===== src/rtl/regfile_access_ctrl_if.sv =====
// Bus bundle between the access controller, its two clients (decode read,
// writeback write) and the shared register file.
interface regfile_access_ctrl_if #(
  parameter int ADDR_W = 5,
  parameter int DATA_W = 8
);
  // decode read client
  logic              rd_req;
  logic [ADDR_W-1:0] rd_rsrc1;
  logic [ADDR_W-1:0] rd_rsrc2;
  logic              rd_ack;
  logic [DATA_W-1:0] rd_data1;
  logic [DATA_W-1:0] rd_data2;
  // writeback client
  logic              wr_req;
  logic [ADDR_W-1:0] wr_rdst;
  logic [DATA_W-1:0] wr_data;
  logic              wr_ack;
  // register file side
  logic              rf_read;
  logic [ADDR_W-1:0] rf_rsrc1;
  logic [ADDR_W-1:0] rf_rsrc2;
  logic [ADDR_W-1:0] rf_rdst;
  logic [DATA_W-1:0] rf_wdata;
  logic [DATA_W-1:0] rf_out1;
  logic [DATA_W-1:0] rf_out2;

  // controller view
  modport slave (
    input  rd_req, rd_rsrc1, rd_rsrc2, wr_req, wr_rdst, wr_data, rf_out1, rf_out2,
    output rd_ack, rd_data1, rd_data2, wr_ack,
           rf_read, rf_rsrc1, rf_rsrc2, rf_rdst, rf_wdata
  );

  // clients + register file view
  modport master (
    output rd_req, rd_rsrc1, rd_rsrc2, wr_req, wr_rdst, wr_data, rf_out1, rf_out2,
    input  rd_ack, rd_data1, rd_data2, wr_ack,
           rf_read, rf_rsrc1, rf_rsrc2, rf_rdst, rf_wdata
  );
endinterface


===== src/rtl/regfile_access_ctrl.sv =====
// Register file access controller: round-robin sequencing of decode reads
// and writeback writes onto a shared 32x8 register file. All outputs are
// registered; read operands are captured so clients never see raw file data.
// Optional feature macro: R0_ZERO_EN (register 0 hardwired to zero).
module regfile_access_ctrl #(
  parameter int ADDR_W = 5,
  parameter int DATA_W = 8
) (
  input  logic                  clk,
  input  logic                  reset,
  regfile_access_ctrl_if.slave  bus
);

  typedef enum logic [2:0] {
    IDLE,
    RD_ADDR,
    RD_CAP,
    WR_SETUP,
    WR_STROBE,
    WR_DONE
  } state_t;

  localparam logic GR_RD = 1'b0;
  localparam logic GR_WR = 1'b1;

  state_t            state_q, state_d;
  logic              last_q, last_d;
  logic              rf_read_q, rf_read_d;
  logic              rd_ack_q, rd_ack_d;
  logic              wr_ack_q, wr_ack_d;
  logic [DATA_W-1:0] rd1_q, rd1_d;
  logic [DATA_W-1:0] rd2_q, rd2_d;
  logic [ADDR_W-1:0] rsrc1_q, rsrc1_d;
  logic [ADDR_W-1:0] rsrc2_q, rsrc2_d;
  logic [ADDR_W-1:0] rdst_q, rdst_d;
  logic [DATA_W-1:0] wdata_q, wdata_d;
  logic              grant_rd, grant_wr;

  // Next-state, arbitration and next-output values
  always_comb begin
    state_d   = state_q;
    last_d    = last_q;
    rf_read_d = 1'b1;
    rd_ack_d  = 1'b0;
    wr_ack_d  = 1'b0;
    rd1_d     = rd1_q;
    rd2_d     = rd2_q;
    rsrc1_d   = rsrc1_q;
    rsrc2_d   = rsrc2_q;
    rdst_d    = rdst_q;
    wdata_d   = wdata_q;
    grant_rd  = 1'b0;
    grant_wr  = 1'b0;
    case (state_q)
      IDLE: begin
        // on contention the client that did not win last time goes first
        grant_rd = bus.rd_req && (!bus.wr_req || last_q == GR_WR);
        grant_wr = bus.wr_req && !grant_rd;
        if (grant_rd) begin
          state_d = RD_ADDR;
          last_d  = GR_RD;
          rsrc1_d = bus.rd_rsrc1;
          rsrc2_d = bus.rd_rsrc2;
        end else if (grant_wr) begin
          state_d = WR_SETUP;
          last_d  = GR_WR;
          rdst_d  = bus.wr_rdst;
          wdata_d = bus.wr_data;
        end
      end
      RD_ADDR: begin
        // file addresses have been stable a full cycle; capture operands
        state_d  = RD_CAP;
        rd_ack_d = 1'b1;
`ifdef R0_ZERO_EN
        rd1_d = (rsrc1_q == '0) ? '0 : bus.rf_out1;
        rd2_d = (rsrc2_q == '0) ? '0 : bus.rf_out2;
`else
        rd1_d = bus.rf_out1;
        rd2_d = bus.rf_out2;
`endif
      end
      RD_CAP:   state_d = IDLE;
      WR_SETUP: begin
        state_d = WR_STROBE;
`ifdef R0_ZERO_EN
        // writes to r0 keep the normal timing but never strobe the file
        rf_read_d = (rdst_q == '0);
`else
        rf_read_d = 1'b0;
`endif
      end
      WR_STROBE: begin
        state_d  = WR_DONE;
        wr_ack_d = 1'b1;
      end
      WR_DONE:  state_d = IDLE;
      default:  state_d = IDLE;
    endcase
  end

  // State and registered outputs; reset drops any in-flight operation
  always_ff @(posedge clk) begin
    if (reset) begin
      state_q   <= IDLE;
      last_q    <= GR_WR;
      rf_read_q <= 1'b1;
      rd_ack_q  <= 1'b0;
      wr_ack_q  <= 1'b0;
      rd1_q     <= '0;
      rd2_q     <= '0;
      rsrc1_q   <= '0;
      rsrc2_q   <= '0;
      rdst_q    <= '0;
      wdata_q   <= '0;
    end else begin
      state_q   <= state_d;
      last_q    <= last_d;
      rf_read_q <= rf_read_d;
      rd_ack_q  <= rd_ack_d;
      wr_ack_q  <= wr_ack_d;
      rd1_q     <= rd1_d;
      rd2_q     <= rd2_d;
      rsrc1_q   <= rsrc1_d;
      rsrc2_q   <= rsrc2_d;
      rdst_q    <= rdst_d;
      wdata_q   <= wdata_d;
    end
  end

  assign bus.rd_ack   = rd_ack_q;
  assign bus.rd_data1 = rd1_q;
  assign bus.rd_data2 = rd2_q;
  assign bus.wr_ack   = wr_ack_q;
  assign bus.rf_read  = rf_read_q;
  assign bus.rf_rsrc1 = rsrc1_q;
  assign bus.rf_rsrc2 = rsrc2_q;
  assign bus.rf_rdst  = rdst_q;
  assign bus.rf_wdata = wdata_q;

endmodule


===== src/flat_wrapper.sv =====
// flat-port wrapper written by rule: the top's interface ports become plain ports
module regfile_access_ctrl_flat 
#(
  parameter int ADDR_W = 5,
  parameter int DATA_W = 8
)
  (clk, reset, bus_rd_req, bus_rd_rsrc1, bus_rd_rsrc2, bus_wr_req, bus_wr_rdst, bus_wr_data, bus_rf_out1, bus_rf_out2, bus_rd_ack, bus_rd_data1, bus_rd_data2, bus_wr_ack, bus_rf_read, bus_rf_rsrc1, bus_rf_rsrc2, bus_rf_rdst, bus_rf_wdata);
  regfile_access_ctrl_if #(.ADDR_W(ADDR_W), .DATA_W(DATA_W)) bus_i ();
  input  logic clk;
  input  logic reset;
  input wire logic [$bits(bus_i.rd_req)-1:0] bus_rd_req;
  input wire logic [$bits(bus_i.rd_rsrc1)-1:0] bus_rd_rsrc1;
  input wire logic [$bits(bus_i.rd_rsrc2)-1:0] bus_rd_rsrc2;
  input wire logic [$bits(bus_i.wr_req)-1:0] bus_wr_req;
  input wire logic [$bits(bus_i.wr_rdst)-1:0] bus_wr_rdst;
  input wire logic [$bits(bus_i.wr_data)-1:0] bus_wr_data;
  input wire logic [$bits(bus_i.rf_out1)-1:0] bus_rf_out1;
  input wire logic [$bits(bus_i.rf_out2)-1:0] bus_rf_out2;
  output wire logic [$bits(bus_i.rd_ack)-1:0] bus_rd_ack;
  output wire logic [$bits(bus_i.rd_data1)-1:0] bus_rd_data1;
  output wire logic [$bits(bus_i.rd_data2)-1:0] bus_rd_data2;
  output wire logic [$bits(bus_i.wr_ack)-1:0] bus_wr_ack;
  output wire logic [$bits(bus_i.rf_read)-1:0] bus_rf_read;
  output wire logic [$bits(bus_i.rf_rsrc1)-1:0] bus_rf_rsrc1;
  output wire logic [$bits(bus_i.rf_rsrc2)-1:0] bus_rf_rsrc2;
  output wire logic [$bits(bus_i.rf_rdst)-1:0] bus_rf_rdst;
  output wire logic [$bits(bus_i.rf_wdata)-1:0] bus_rf_wdata;
  assign bus_i.rd_req = bus_rd_req;
  assign bus_i.rd_rsrc1 = bus_rd_rsrc1;
  assign bus_i.rd_rsrc2 = bus_rd_rsrc2;
  assign bus_i.wr_req = bus_wr_req;
  assign bus_i.wr_rdst = bus_wr_rdst;
  assign bus_i.wr_data = bus_wr_data;
  assign bus_i.rf_out1 = bus_rf_out1;
  assign bus_i.rf_out2 = bus_rf_out2;
  assign bus_rd_ack = bus_i.rd_ack;
  assign bus_rd_data1 = bus_i.rd_data1;
  assign bus_rd_data2 = bus_i.rd_data2;
  assign bus_wr_ack = bus_i.wr_ack;
  assign bus_rf_read = bus_i.rf_read;
  assign bus_rf_rsrc1 = bus_i.rf_rsrc1;
  assign bus_rf_rsrc2 = bus_i.rf_rsrc2;
  assign bus_rf_rdst = bus_i.rf_rdst;
  assign bus_rf_wdata = bus_i.rf_wdata;
  regfile_access_ctrl #(.ADDR_W(ADDR_W), .DATA_W(DATA_W)) u_core (.clk(clk), .reset(reset), .bus(bus_i));
endmodule

===== config.mk =====
export PLATFORM = sky130hd
export DESIGN_NAME = regfile_access_ctrl_flat
export DESIGN_NICKNAME = d
export VERILOG_FILES = /design/src/rtl/regfile_access_ctrl_if.sv /design/src/rtl/regfile_access_ctrl.sv /design/src/flat_wrapper.sv
export SDC_FILE = /design/constraint.sdc
export NUM_CORES = 1
export LEC_CHECK = 0
export CAP_MARGIN = 20
export CORE_MARGIN = 1.5
export CORE_UTILIZATION = 27
export CTS_CLUSTER_DIAMETER = 50
export DETAILED_ROUTE_END_ITERATION = 7
export PLACE_DENSITY = 0.56
export SLEW_MARGIN = 20
export SYNTH_ARGS = -nofsm -noshare
export SYNTH_HDL_FRONTEND = slang
export SYNTH_SLANG_ARGS = --single-unit

===== constraint.sdc =====
create_clock -name clk -period 1.4 [get_ports clk]
set_input_delay 0.14 -clock clk [delete_from_list [all_inputs] [get_ports clk]]
set_output_delay 0.14 -clock clk [all_outputs]
set_load 0.05 [all_outputs]

==> flow_summary.yaml <==
layout:
  antennaDiodeCount: 0
  multi_input_area_um2: 908
  layout-drive-gt1-share_pct: 26.8
  synthToLayoutAreaGrowth_pct: 55.6
  fin_cells: 367
  fin_util_pct: 43.1
  fin_nets: 329
  nFillCells: 686
  seq_area_um2: 923
detailed_routing:
  wl_per_cell_um: 12.1
  drt_iter0_markers: 36
  firstDrtPassIters: 4
  vias_per_cell: 4.28
  via_count: 1572
  drc_errors: 0
  wl_mm: 4.42
  ant_nets: 0
power_and_ir_drop:
  power.density_nw_per_um2: 1140
  power_mw: 3.33
  leakage_nw: 1.18
  worst_ir_drop_vdd_uv: 499
critical_path:
  end_kind: "flip-flop"
  crit_end: "u_core.bus.rf_rsrc2[4]"
  path_cells: "or4b_4, nor2_4, mux2i_1"
  reg2regPathDepth: 3
  crit_buf_inv: 0
  critical_path_class: "flip-flop to flip-flop"
  slowest_delay_ps: 610
  setup.worst_path.start_class: "flip-flop"
  critPathRequiredTime_ps: 1620
  worstSetupStartpoint: "u_core.state_q[1]"
  cp_slowest_cell: "or4b_4"
  rr_endpoint: "u_core.bus.rf_rsrc2[4]"
  cp.arrival_ps: 1650
  regToRegSetupSlack_ps: -20
  timing.rr.start: "u_core.state_q[1]"
  cp_top_family: "simple AND/OR/NAND/NOR gates"
  critPathMaxFanout: 5
  worst-path-stages: 3
clock_tree:
  tritoncts: "done"
  post_cts_buffers: 0
  clk_latency_ps: 290
  clkSinkCount: 46
  clock_path_buffers: 2
  cts-buffers-inserted: 5
  h-tree-depth: 2
  clkTransAtPathRegs_ps: 80
  root_buffer: "clkbuf_8"
  holdBufCountCts: 0
global_route:
  grt_pass1_wl_mm: 7.07
  globalRouteOverflowTotal: 0
  antenna_found_initial: 0
  grt_max_degree: 34
  grt_pass1_vias: 1554
  grtUsageTotal_pct: 12.0
yosys:
  synthTopCellsByArea: "dfxtp_1 (49%), nand2b_1 (15%), mux2i_1 (12%)"
  syn-mean-instance-area_um2: 9.50
  yosysTopAreaCellShare_pct: 49.2
  ys_seq_area_share_pct: 49.2
  yosysWarnings: 0
  ys_types: 24
  syn_nets: 240
  yosysTopAreaCell: "dfxtp_1"
  synth-seq-cells: 46
  synth_area_um2: 1870
  synthCells: 197
sta:
  clock.fmax_mhz: 703
  fin_hold_ws_ps: 334
  rsz0062_at_grt: "yes"
  finalCriticalPeriod_ps: 1420
  min_period_over_period_pct: 102
  setup_viol: 7
  slew_violations: 0
  finalHoldViolCount: 0
  finalWorstSetupSlack_ps: -22.1
  max_slew_margin_pct: 78.2
  worst_slew_pin_slew_ps: 327
  finClkSkew_ps: 5.61
  tns_ps: -108
run:
  max_cap_viol_count: 0
status:
  status: "complete, but fails checks"
  violations: "negative setup slack"
placement:
  dp_cells: 357
  port_buffers: 84
  hpwl_mm: 2.96
  place_congestion: 0.758
floorplan:
  ios: 85
  start_util_pct: 27.7
  core_um2: 6760
  die_w_um: 86.2
  die_h_um: 86.2
  die-area_um2: 7440
  num_rows: 30
worst_hold_path:
  hold_class: "input pin to flip-flop"
  min_from: "reset"
-- cell usage after synthesis --
| master | number |
|---|---|
| nor2_1 | 2 |
| buf_2 | 4 |
| o31a_2 | 1 |
| nand3b_1 | 1 |
| buf_4 | 1 |
| a221o_2 | 1 |
| nor2_8 | 1 |
| and2_2 | 1 |
| or3b_2 | 1 |
| clkbuf_1 | 8 |
| buf_6 | 1 |
| mux2i_1 | 23 |
| nor3b_2 | 1 |
| and2b_2 | 2 |
| dfxtp_1 | 46 |
| nor3_1 | 2 |
| nand2_1 | 33 |
| nor4_1 | 1 |
| nor3b_1 | 1 |
| a21oi_1 | 17 |
| and3_1 | 1 |
| or4b_4 | 1 |
| nand2b_1 | 46 |
| a22oi_1 | 1 |
-- layout by cell type, fill, tap and decap left out, drive strengths merged, types with 2 or more instances in the layout --
cell type | netlist | final
mux2i | 23 | 23
nand2 | 33 | 33
nor2 | 3 | 4
dfxtp | 46 | 46
nor3 | 2 | 2
clkbuf | 8 | 9
buf | 6 | 53
and2b | 2 | 2
a21oi | 17 | 17
nand2b | 46 | 46
clkdlybuf4s50 | 0 | 41
nor3b | 2 | 2
-- metal layers --
layer	track usage (%)	vias to the layer above	part of all wire [%]	wire (um)
met3	4.76	6	10	451
met1	14.3	678	44	1960
met5	0	-	0	0
met4	3.08	0	0.95	42
li1	-	824	-	-
met2	20.0	64	45	1970
-- cells by family (layout without fill, tap and decap cells) --
kind of cell           count (synthesis)  after routing  synth area share, %
AND/OR/NAND/NOR                       94             95                 28.7
flip-flops                            46             46                 49.2
multiplexers                          23             23                 12.3
AO/OA/AOI/OAI                         20             20                 6.09
buffers and inverters                 14            103                 3.68
-- power breakdown --
group          internal, mW  leakage, nW  switching (mW)
Combinational         0.403        0.750           0.540
Sequential             1.41        0.377          0.0534
Clock                 0.499       0.0575           0.427
-- how the worst min path moves through the flow --
stage	depth (start not counted)	end	slack, ps
floorplan	1	u_core.state_q[0]	260
global placement	2	u_core.bus.rd_data2[6]	440
detailed placement	2	u_core.bus.rd_data1[5]	450
CTS	2	u_core.last_q	330
global route	2	u_core.last_q	380
finish	2	u_core.last_q	330
-- metrics by stage --
stage	area, um^2	setup slack, ps
after floorplan	1890	-59.1
after global placement	2750	-302
after detailed placement	2750	-344
after CTS	2870	-55.9
after global routing	2910	-90.8
final	2910	-22.1
-- state kept, by name (all words and copies together) (netlist names), 3 cells and up --
signal / cells
u_core.bus.rf_rdst: 5
u_core.bus.rf_rsrc2: 5
u_core.state_q: 3
u_core.bus.rd_data2: 8
u_core.bus.rd_data1: 8
u_core.bus.rf_rsrc1: 5
u_core.bus.rf_wdata: 8
-- final cells by class --
cell class              instances  area share (%)
clock buffers                   8            3.78
repair buffers                 95            29.8
multi-input cells             138            31.2
well taps                      80            3.44
flip-flops and latches         46            31.7
-- repair_timing --
action | in CTS | in global routing
gates cloned | 1 | 1
pin swaps | 2 | 2
gates resized for setup | 2 | 4
endpoints found under the setup margin | 11 | 24
No activity file was read; power rests on OpenSTA's default activity.
